File: config.mk
export PLATFORM = sky130hd
export DESIGN_NAME = alu_adder_arbiter_flat
export DESIGN_NICKNAME = d
export VERILOG_FILES = /design/src/rtl/alu_adder_arbiter_if.sv /design/src/rtl/alu_adder_arbiter.sv /design/src/flat_wrapper.sv
export SDC_FILE = /design/constraint.sdc
export NUM_CORES = 1
export LEC_CHECK = 0
export CAP_MARGIN = 15
export CORE_ASPECT_RATIO = 1.75
export CORE_MARGIN = 1.5
export CORE_UTILIZATION = 40
export DETAILED_ROUTE_END_ITERATION = 12
export PLACE_DENSITY = 0.79
export SYNTH_ARGS = -nofsm -noshare
export SYNTH_HDL_FRONTEND = slang
export SYNTH_SLANG_ARGS = --single-unit
File: constraint.sdc
create_clock -name clock -period 3.9 [get_ports clock]
set_clock_uncertainty 0.2 [all_clocks]
set_input_delay 0.975 -clock clock [delete_from_list [all_inputs] [get_ports clock]]
set_output_delay 0.975 -clock clock [all_outputs]
set_load 0.02 [all_outputs]
File: src/rtl/alu_adder_arbiter_if.sv
// Requester/response bus of the shared ALU adder arbiter, together with the
// adder-side operand and tri-state result port.
interface alu_adder_arbiter_if #(
    parameter int NUM_REQ = 4,
    parameter int ID_W    = 2
);
    logic [NUM_REQ-1:0]   req;
    logic [NUM_REQ-1:0]   req_add_sub;
    logic [8*NUM_REQ-1:0] req_a;
    logic [8*NUM_REQ-1:0] req_b;
    logic [NUM_REQ-1:0]   gnt;
    logic                 rsp_valid;
    logic [ID_W-1:0]      rsp_id;
    logic [7:0]           rsp_result;
    logic [2:0]           rsp_flags;
    logic                 busy;
    logic                 add_sub;
    logic                 oe;
    logic [7:0]           primary_operand;
    logic [7:0]           secondary_operand;
    logic [7:0]           adder_result;
    logic [2:0]           adder_flags;

    // Requesters plus the adder itself sit on the master side.
    modport master (
        output req, req_add_sub, req_a, req_b, adder_result, adder_flags,
        input  gnt, rsp_valid, rsp_id, rsp_result, rsp_flags, busy,
               add_sub, oe, primary_operand, secondary_operand
    );

    modport slave (
        input  req, req_add_sub, req_a, req_b, adder_result, adder_flags,
        output gnt, rsp_valid, rsp_id, rsp_result, rsp_flags, busy,
               add_sub, oe, primary_operand, secondary_operand
    );
endinterface

File: src/rtl/alu_adder_arbiter.sv
// Round-robin arbiter sharing one 8-bit adder between NUM_REQ requesters;
// one operation per three cycles, response tagged with the requester id.
//
//   state   | meaning
//   IDLE    | waiting for a request; grants and latches operands this cycle
//   ISSUE   | latched op/operands driven; adder registers them at the edge
//   CAPTURE | adder output enabled; result/flags sampled at the edge
module alu_adder_arbiter #(
    parameter int NUM_REQ = 4,
    parameter int ID_W    = 2
) (
    input  logic               clock,
    input  logic               nreset,
    alu_adder_arbiter_if.slave bus
);

    typedef enum logic [1:0] {
        IDLE    = 2'd0,
        ISSUE   = 2'd1,
        CAPTURE = 2'd2
    } state_t;

    state_t state;
    state_t state_next;

    logic [ID_W-1:0]      rr_ptr;
    logic [2*NUM_REQ-1:0] req_dbl;
    logic [NUM_REQ-1:0]   req_rot;
    logic                 pick_found;
    logic [ID_W-1:0]      pick_ofs;
    logic [ID_W:0]        pick_sum;
    logic [ID_W-1:0]      pick_id;

    logic                 grant_ok;
    logic                 oe;
    logic                 busy;

    logic [ID_W-1:0]      lat_id;
    logic                 lat_add_sub;
    logic [7:0]           lat_a;
    logic [7:0]           lat_b;

    logic                 rsp_valid;
    logic [ID_W-1:0]      rsp_id;
    logic [7:0]           rsp_result;
    logic [2:0]           rsp_flags;

    // Rotate the request vector so bit k is requester (rr_ptr + k) mod NUM_REQ.
    assign req_dbl = {bus.req, bus.req} >> rr_ptr;
    assign req_rot = req_dbl[NUM_REQ-1:0];

    always_comb begin
        pick_found = 1'b0;
        pick_ofs   = '0;
        for (int k = NUM_REQ - 1; k >= 0; k--) begin
            if (req_rot[k]) begin
                pick_found = 1'b1;
                pick_ofs   = ID_W'(k);
            end
        end
    end

    assign pick_sum = {1'b0, rr_ptr} + {1'b0, pick_ofs};
    assign pick_id  = (pick_sum >= (ID_W+1)'(NUM_REQ))
                    ? ID_W'(pick_sum - (ID_W+1)'(NUM_REQ))
                    : pick_sum[ID_W-1:0];

    always_ff @(posedge clock) begin
        if (!nreset) begin
            state <= IDLE;
        end else begin
            state <= state_next;
        end
    end

    always_comb begin
        state_next = state;
        grant_ok   = 1'b0;
        oe         = 1'b0;
        busy       = 1'b0;
        case (state)
            IDLE: begin
                if (pick_found) begin
                    grant_ok   = 1'b1;
                    state_next = ISSUE;
                end
            end
            ISSUE: begin
                busy       = 1'b1;
                state_next = CAPTURE;
            end
            CAPTURE: begin
                busy       = 1'b1;
                oe         = 1'b1;
                state_next = IDLE;
            end
            default: state_next = IDLE;
        endcase
        // Keep the result bus released and no grant visible while in reset.
        if (!nreset) begin
            grant_ok = 1'b0;
            oe       = 1'b0;
            busy     = 1'b0;
        end
    end

    always_ff @(posedge clock) begin
        if (!nreset) begin
            rr_ptr      <= '0;
            lat_id      <= '0;
            lat_add_sub <= 1'b0;
            lat_a       <= '0;
            lat_b       <= '0;
            rsp_valid   <= 1'b0;
            rsp_id      <= '0;
            rsp_result  <= '0;
            rsp_flags   <= '0;
        end else begin
            rsp_valid <= 1'b0;
            if (grant_ok) begin
                lat_id      <= pick_id;
                lat_add_sub <= bus.req_add_sub[pick_id];
                lat_a       <= bus.req_a[{pick_id, 3'b000} +: 8];
                lat_b       <= bus.req_b[{pick_id, 3'b000} +: 8];
            end
            if (state == CAPTURE) begin
                rsp_valid  <= 1'b1;
                rsp_id     <= lat_id;
                rsp_result <= bus.adder_result;
                rsp_flags  <= bus.adder_flags;
                rr_ptr     <= (lat_id == ID_W'(NUM_REQ - 1)) ? '0 : lat_id + 1'b1;
            end
        end
    end

    assign bus.gnt               = grant_ok ? (NUM_REQ'(1) << pick_id) : '0;
    assign bus.oe                = oe;
    assign bus.busy              = busy;
    assign bus.add_sub           = lat_add_sub;
    assign bus.primary_operand   = lat_a;
    assign bus.secondary_operand = lat_b;
    assign bus.rsp_valid         = rsp_valid;
    assign bus.rsp_id            = rsp_id;
    assign bus.rsp_result        = rsp_result;
    assign bus.rsp_flags         = rsp_flags;

endmodule

File: src/flat_wrapper.sv
// flat-port wrapper written by rule: the top's interface ports become plain ports
module alu_adder_arbiter_flat 
#(
    parameter int NUM_REQ = 4,
    parameter int ID_W    = 2
)
  (clock, nreset, bus_req, bus_req_add_sub, bus_req_a, bus_req_b, bus_adder_result, bus_adder_flags, bus_gnt, bus_rsp_valid, bus_rsp_id, bus_rsp_result, bus_rsp_flags, bus_busy, bus_add_sub, bus_oe, bus_primary_operand, bus_secondary_operand);
  alu_adder_arbiter_if #(.NUM_REQ(NUM_REQ), .ID_W(ID_W)) bus_i ();
  input  logic clock;
  input  logic nreset;
  input wire logic [$bits(bus_i.req)-1:0] bus_req;
  input wire logic [$bits(bus_i.req_add_sub)-1:0] bus_req_add_sub;
  input wire logic [$bits(bus_i.req_a)-1:0] bus_req_a;
  input wire logic [$bits(bus_i.req_b)-1:0] bus_req_b;
  input wire logic [$bits(bus_i.adder_result)-1:0] bus_adder_result;
  input wire logic [$bits(bus_i.adder_flags)-1:0] bus_adder_flags;
  output wire logic [$bits(bus_i.gnt)-1:0] bus_gnt;
  output wire logic [$bits(bus_i.rsp_valid)-1:0] bus_rsp_valid;
  output wire logic [$bits(bus_i.rsp_id)-1:0] bus_rsp_id;
  output wire logic [$bits(bus_i.rsp_result)-1:0] bus_rsp_result;
  output wire logic [$bits(bus_i.rsp_flags)-1:0] bus_rsp_flags;
  output wire logic [$bits(bus_i.busy)-1:0] bus_busy;
  output wire logic [$bits(bus_i.add_sub)-1:0] bus_add_sub;
  output wire logic [$bits(bus_i.oe)-1:0] bus_oe;
  output wire logic [$bits(bus_i.primary_operand)-1:0] bus_primary_operand;
  output wire logic [$bits(bus_i.secondary_operand)-1:0] bus_secondary_operand;
  assign bus_i.req = bus_req;
  assign bus_i.req_add_sub = bus_req_add_sub;
  assign bus_i.req_a = bus_req_a;
  assign bus_i.req_b = bus_req_b;
  assign bus_i.adder_result = bus_adder_result;
  assign bus_i.adder_flags = bus_adder_flags;
  assign bus_gnt = bus_i.gnt;
  assign bus_rsp_valid = bus_i.rsp_valid;
  assign bus_rsp_id = bus_i.rsp_id;
  assign bus_rsp_result = bus_i.rsp_result;
  assign bus_rsp_flags = bus_i.rsp_flags;
  assign bus_busy = bus_i.busy;
  assign bus_add_sub = bus_i.add_sub;
  assign bus_oe = bus_i.oe;
  assign bus_primary_operand = bus_i.primary_operand;
  assign bus_secondary_operand = bus_i.secondary_operand;
  alu_adder_arbiter #(.NUM_REQ(NUM_REQ), .ID_W(ID_W)) u_core (.clock(clock), .nreset(nreset), .bus(bus_i));
endmodule
# == Word-level counts from Yosys, hierarchy flattened ==
# Cells that the tools add are included.
# totals
regBits,37
input_bits,85
# op_classes
magnitude_cmp,2
eq_ne,4
n_reduce_logical,2
n_shift,4
mux,22
addsub,3
# ops
operator,n
32-bit by 6-bit variable part select with 8-bit output,2
2-bit two-way mux,7
1-bit two-way mux,12
8-bit by 2-bit >> shifter with 4-bit output,1
"2-bit == test, second input constant",2
4-bit two-way mux,1
2-bit case mux with 2 select lines,1
"1-bit by 2-bit << shifter with 4-bit output, first input constant",1
2-bit by 2-bit adder with 3-bit output,1
"3-bit >= comparator, second input constant",1
"2-bit by 3-bit < comparator with 1-bit output, second input constant",1
"2-bit by 1-bit adder with 2-bit output, second input constant",1
1-bit binary-select mux with 2-bit select,1
"2-bit by 1-bit == test with 1-bit output, second input constant",1
2-bit zero test,1
"2-bit by 1-bit inequality test with 1-bit output, second input constant",1
2-bit OR reduction,1
"2-bit by 1-bit subtractor with 2-bit output, second input constant",1

# == Logic depth before layout (Yosys ltp) ==
# depth
ltp_word,10
ltp_mapped,12

# == Worst setup path after synthesis ==
# Ideal clock, no wire load.
# synth_timing
path_type,in2out
startpoint,input bus_req[0]
endpoint,output bus_gnt[0]
setup_slack_ps,-219
required_time_ps,2725
t_arrival_ps,2944
n_path_buf,3
cell_stages,7
cell_sequence,buf_6 -> or4_1 -> o2111ai_1 -> ha_1 -> clkbuf_1 -> clkbuf_1 -> nor3b_1
# synth_between
elab_chain_len,10
word_cells_on_any_way,18
# synth_rtl
item,line_no,rtl
from (decl),flat_wrapper.sv:11,input wire logic [$bits(bus_i.req)-1:0] bus_req;
8-bit by 2-bit >> shifter with 4-bit output *,alu_adder_arbiter.sv:49,"assign req_dbl = {bus.req, bus.req} >> rr_ptr;"
2-bit two-way mux (3 in series),alu_adder_arbiter.sv:56,if (req_rot[k]) begin
2-bit two-way mux *,alu_adder_arbiter.sv:56,
2-bit by 2-bit adder with 3-bit output *,alu_adder_arbiter.sv:63,"assign pick_sum = {1'b0, rr_ptr} + {1'b0, pick_ofs};"
3-bit >= comparator / 2-bit by 1-bit subtractor with 2-bit output (equally long branches),"alu_adder_arbiter.sv:64, alu_adder_arbiter.sv:65",
2-bit two-way mux *,alu_adder_arbiter.sv:65,? ID_W'(pick_sum - (ID_W+1)'(NUM_REQ))
named net u_core.pick_id[0],alu_adder_arbiter.sv:32,logic [ID_W-1:0] pick_id;
1-bit by 2-bit << shifter with 4-bit output *,alu_adder_arbiter.sv:136,assign bus.gnt = grant_ok ? (NUM_REQ'(1) << pick_id) : '0;
4-bit two-way mux *,alu_adder_arbiter.sv:136,
to (decl),flat_wrapper.sv:17,output wire logic [$bits(bus_i.gnt)-1:0] bus_gnt;
# The timed path passes the listed nets; every way through them passes the cells marked *.

# == Worst setup path after layout ==
# layout_timing
startpoint,input bus_req[0]
endpoint,output bus_gnt[0]
# layout_between
elab_chain_len,10
word_cells_on_any_way,18
# layout_rtl
item,line_no
8-bit by 2-bit >> shifter with 4-bit output *,alu_adder_arbiter.sv:49
2-bit two-way mux (4 in series),alu_adder_arbiter.sv:56
2-bit by 2-bit adder with 3-bit output,alu_adder_arbiter.sv:63
3-bit >= comparator / 2-bit by 1-bit subtractor with 2-bit output (equally long branches),"alu_adder_arbiter.sv:64, alu_adder_arbiter.sv:65"
2-bit two-way mux,alu_adder_arbiter.sv:65
1-bit by 2-bit << shifter with 4-bit output,alu_adder_arbiter.sv:136
4-bit two-way mux *,alu_adder_arbiter.sv:136
# Every way passes the cells marked *; elsewhere a longest branch is shown, timed or not.

==> out/metrics.yaml <==
worstPathRequired_ns: 2.72
first_pass_iters: 4
netlist_instances: 247
vdd_drop_max_mv: 0.2287
hold_class: "register to register"
io_pins: 122
start_util_pct: 41.91
die_height_um: 104.2
crit_fanout: 4
grt_pass1_wl_mm: 11.16
clockBufferDepth: 2
cts_made_buffers: 5
period_minus_slack_ns: 3.795
grt_pass1_vias: 2336
slew-limit-headroom_pct: 44.88
finalCritPeriodShare_pct: 97.30
synth-edff-count: 0
track_usage_pct: 22.82
routedWlPerCell_um: 15.59
routed_via_density: 5.409
drcViolationCount: 0
whs_path_depth: 2
final_net_count: 466
synth_nets: 338
rsz0062_at_grt: "no"
routed_wirelength_mm: 7.047
startpoint_type: "input pin"
crit_path_cell_trace: "clkbuf_2 > or4_4 > o2111ai_4 > ha_4 > xnor2_4 > xnor2_2 > nor3b_2 > buf_4"
yosys_warnings: 0
die_w_um: 60.83
grt_max_degree: 36
pre_cts_ws_ns: -0.8802
io_buffers: 121
dr_total_vias: 2445
fin_ws_ns: 0.1053
setup.worst_path.end_class: "primary output"
drive_above_1_share_pct: 24.20
antenna_cells: 0
ant_nets: 0
p_leak_nw: 1.404
maxCapViolCount: 0
synth_area_mm2: 0.002341
ys_seq_elements: 37
dp_hpwl_mm: 5.426
clock_latency_ns: 0.29
p_per_area_mw_per_mm2: 333.3
antenna_found_initial: 0
ys_seq_area_share_pct: 31.64
cts_tree: "done"
outcome: "finished, final reports clean"
core-area_mm2: 0.005585
syn2layout_area_growth_pct: 63.55
worstRegToRegCells: 10
synth_ff_type: "dfxtp_1"
grt-ovfl-total: 0
crit_type: "input pin to primary output"
cts_max_level: 2
worstMarginPinSlew_ns: 0.8259
cpMaxStageDelayCell: "or4_4"
setup_viol: 0
syn_area_per_cell_um2: 9.478
timing.fmax_mhz: 263.5
row_count: 36
finalHoldViolations: 0
clock_sinks: 37
place.gp.congestion: 0.8022
arrival_ns: 2.62
critPathMaxStageDelay_ns: 0.53
slew_viol_final: 0
async_reset_ff_share_pct: 0
path_clk_slew_ns: 0.07
p_total_w: 0.001276
synth_cell_types: 34
die_area_mm2: 0.006338
cts_root_buf: "clkbuf_8"
drt_iter0_markers: 162
[layout by cell type (no fill, tap or decap), types with 2 or more instances in the layout]
master,n
nand3_1,2
clkdlybuf4s50_1,113
or4_4,2
nor2b_1,17
o32ai_1,2
a221oi_1,32
nor2_1,9
clkbuf_8,5
nand2b_1,2
o21ai_1,17
buf_2,6
inv_1,3
mux2i_1,17
clkinv_2,2
buf_4,23
ha_1,5
mux2_2,34
dfxtp_1,37
and2_1,2
and3_1,2
a221oi_2,2
nor2_2,2
nand2_1,20
[sequential cells by signal (all words and copies together), names as in the netlist, 2 cells and up]
name,count
u_core.bus.rsp_flags,3
u_core.bus.primary_operand,8
u_core.bus.rsp_result,8
u_core.state,2
u_core.lat_id,2
u_core.bus.rsp_id,2
u_core.rr_ptr,2
u_core.bus.secondary_operand,8
[cell type report]
| cell class | instances | area (um^2) |
|---|---|---|
| clock buffer | 5 | 68.82 |
| timing repair buffer | 144 | 1350 |
| fill | 470 | 1757 |
| sequential | 37 | 740.7 |
| clock inverter | 3 | 17.52 |
| tap | 76 | 95.09 |
| multi-input combinational | 184 | 1545 |
| inverter | 3 | 11.26 |
[per-stage QoR]
step / area, um^2 / instances / TNS [ns] / hold slack (ns) / utilization (%)
after floorplan: 2354 / 247 / 0 / 0.2505 / -
after global placement: 3699 / 443 / -4.304 / 0.2348 / 66.22
after detailed placement: 3699 / 443 / -6.292 / 0.2426 / 66.22
after CTS: 3834 / 452 / 0 / 0.2532 / 68.64
after global routing: 3829 / 452 / 0 / 0.2859 / 68.55
final: 3829 / 452 / 0 / 0.2472 / 68.55
[cells by family (layout without fill, tap and decap cells)]
group                      Yosys count  count (layout)  synth area share (%)
DFF                                 37              37                 31.64
and+or+nand+nor                     63              63                 13.95
buffers and inverters               26             155                 5.879
xor gates and xnor gates             2               2                0.7484
AOI/OAI and AO/OA                   62              62                 20.95
adders and majority gates            6               6                 3.207
muxes                               51              51                 23.62
[critical path, delay by kind of cell]
family	cells	cell delay [ns]
xor gates and xnor gates	2	0.32
buffers and inverters	2	0.27
and+or+nand+nor	2	0.73
AOI/OAI and AO/OA	1	0.13
adders and majority gates	1	0.19
[cell usage after synthesis (2+ instances only)]
cell type | number | share of area, %
dfxtp_1 | 37 | 32
mux2_2 | 34 | 16
a221oi_1 | 32 | 12
nand2_1 | 20 | 3.2
mux2i_1 | 17 | 7.3
nor2b_1 | 17 | 4.5
o21ai_1 | 17 | 3.6
clkbuf_1 | 16 | 2.6
nor2_1 | 11 | 1.8
ha_1 | 6 | 3.2
buf_6 | 5 | 2.4
inv_1 | 3 | 0.48
a221oi_2 | 2 | 1.3
and2_1 | 2 | 0.53
and3_1 | 2 | 0.53
buf_2 | 2 | 0.43
nand2b_1 | 2 | 0.53
nand3_1 | 2 | 0.43
nor3_1 | 2 | 0.43
o21ai_0 | 2 | 0.43
o32ai_1 | 2 | 0.75
xnor2_1 | 2 | 0.75
[what timing repair did]
action / CTS / global route
endpoints found under the setup margin: 4 / 4
cloned: 0 / 0
hold buffers: 0 / 0
buffers inserted: 1 / 0
pin swaps: 5 / 3
gates resized for setup: 44 / 1
[metal layers]
layer | vias up | GRT usage (%) | routed length, um
met1 | 1163 | 24.17 | 2416
met5 | - | 0 | 0
met4 | 0 | 6.988 | 129
met3 | 10 | 3.731 | 331
met2 | 86 | 42.93 | 4170
li1 | 1186 | - | -
[power breakdown]
part / internal (W) / leakage (nW) / total [W] / switching (W)
Combinational: 0.000305 / 1.05 / 0.000559 / 0.000254
Clock: 0.000123 / 0.0439 / 0.000261 / 0.000137
Sequential: 0.000427 / 0.305 / 0.000456 / 0.0000295
[worst paths after layout]
check                                   from                         endpoint  slack [ns]
max                               bus_req[0]                       bus_gnt[0]        0.11
min          u_core.bus.secondary_operand[7]  u_core.bus.secondary_operand[7]        0.25
max reg2reg                 u_core.rr_ptr[0]    u_core.bus.primary_operand[4]        0.60
min reg2reg  u_core.bus.secondary_operand[7]  u_core.bus.secondary_operand[7]        0.25
Power figures use the tool's default switching activity.
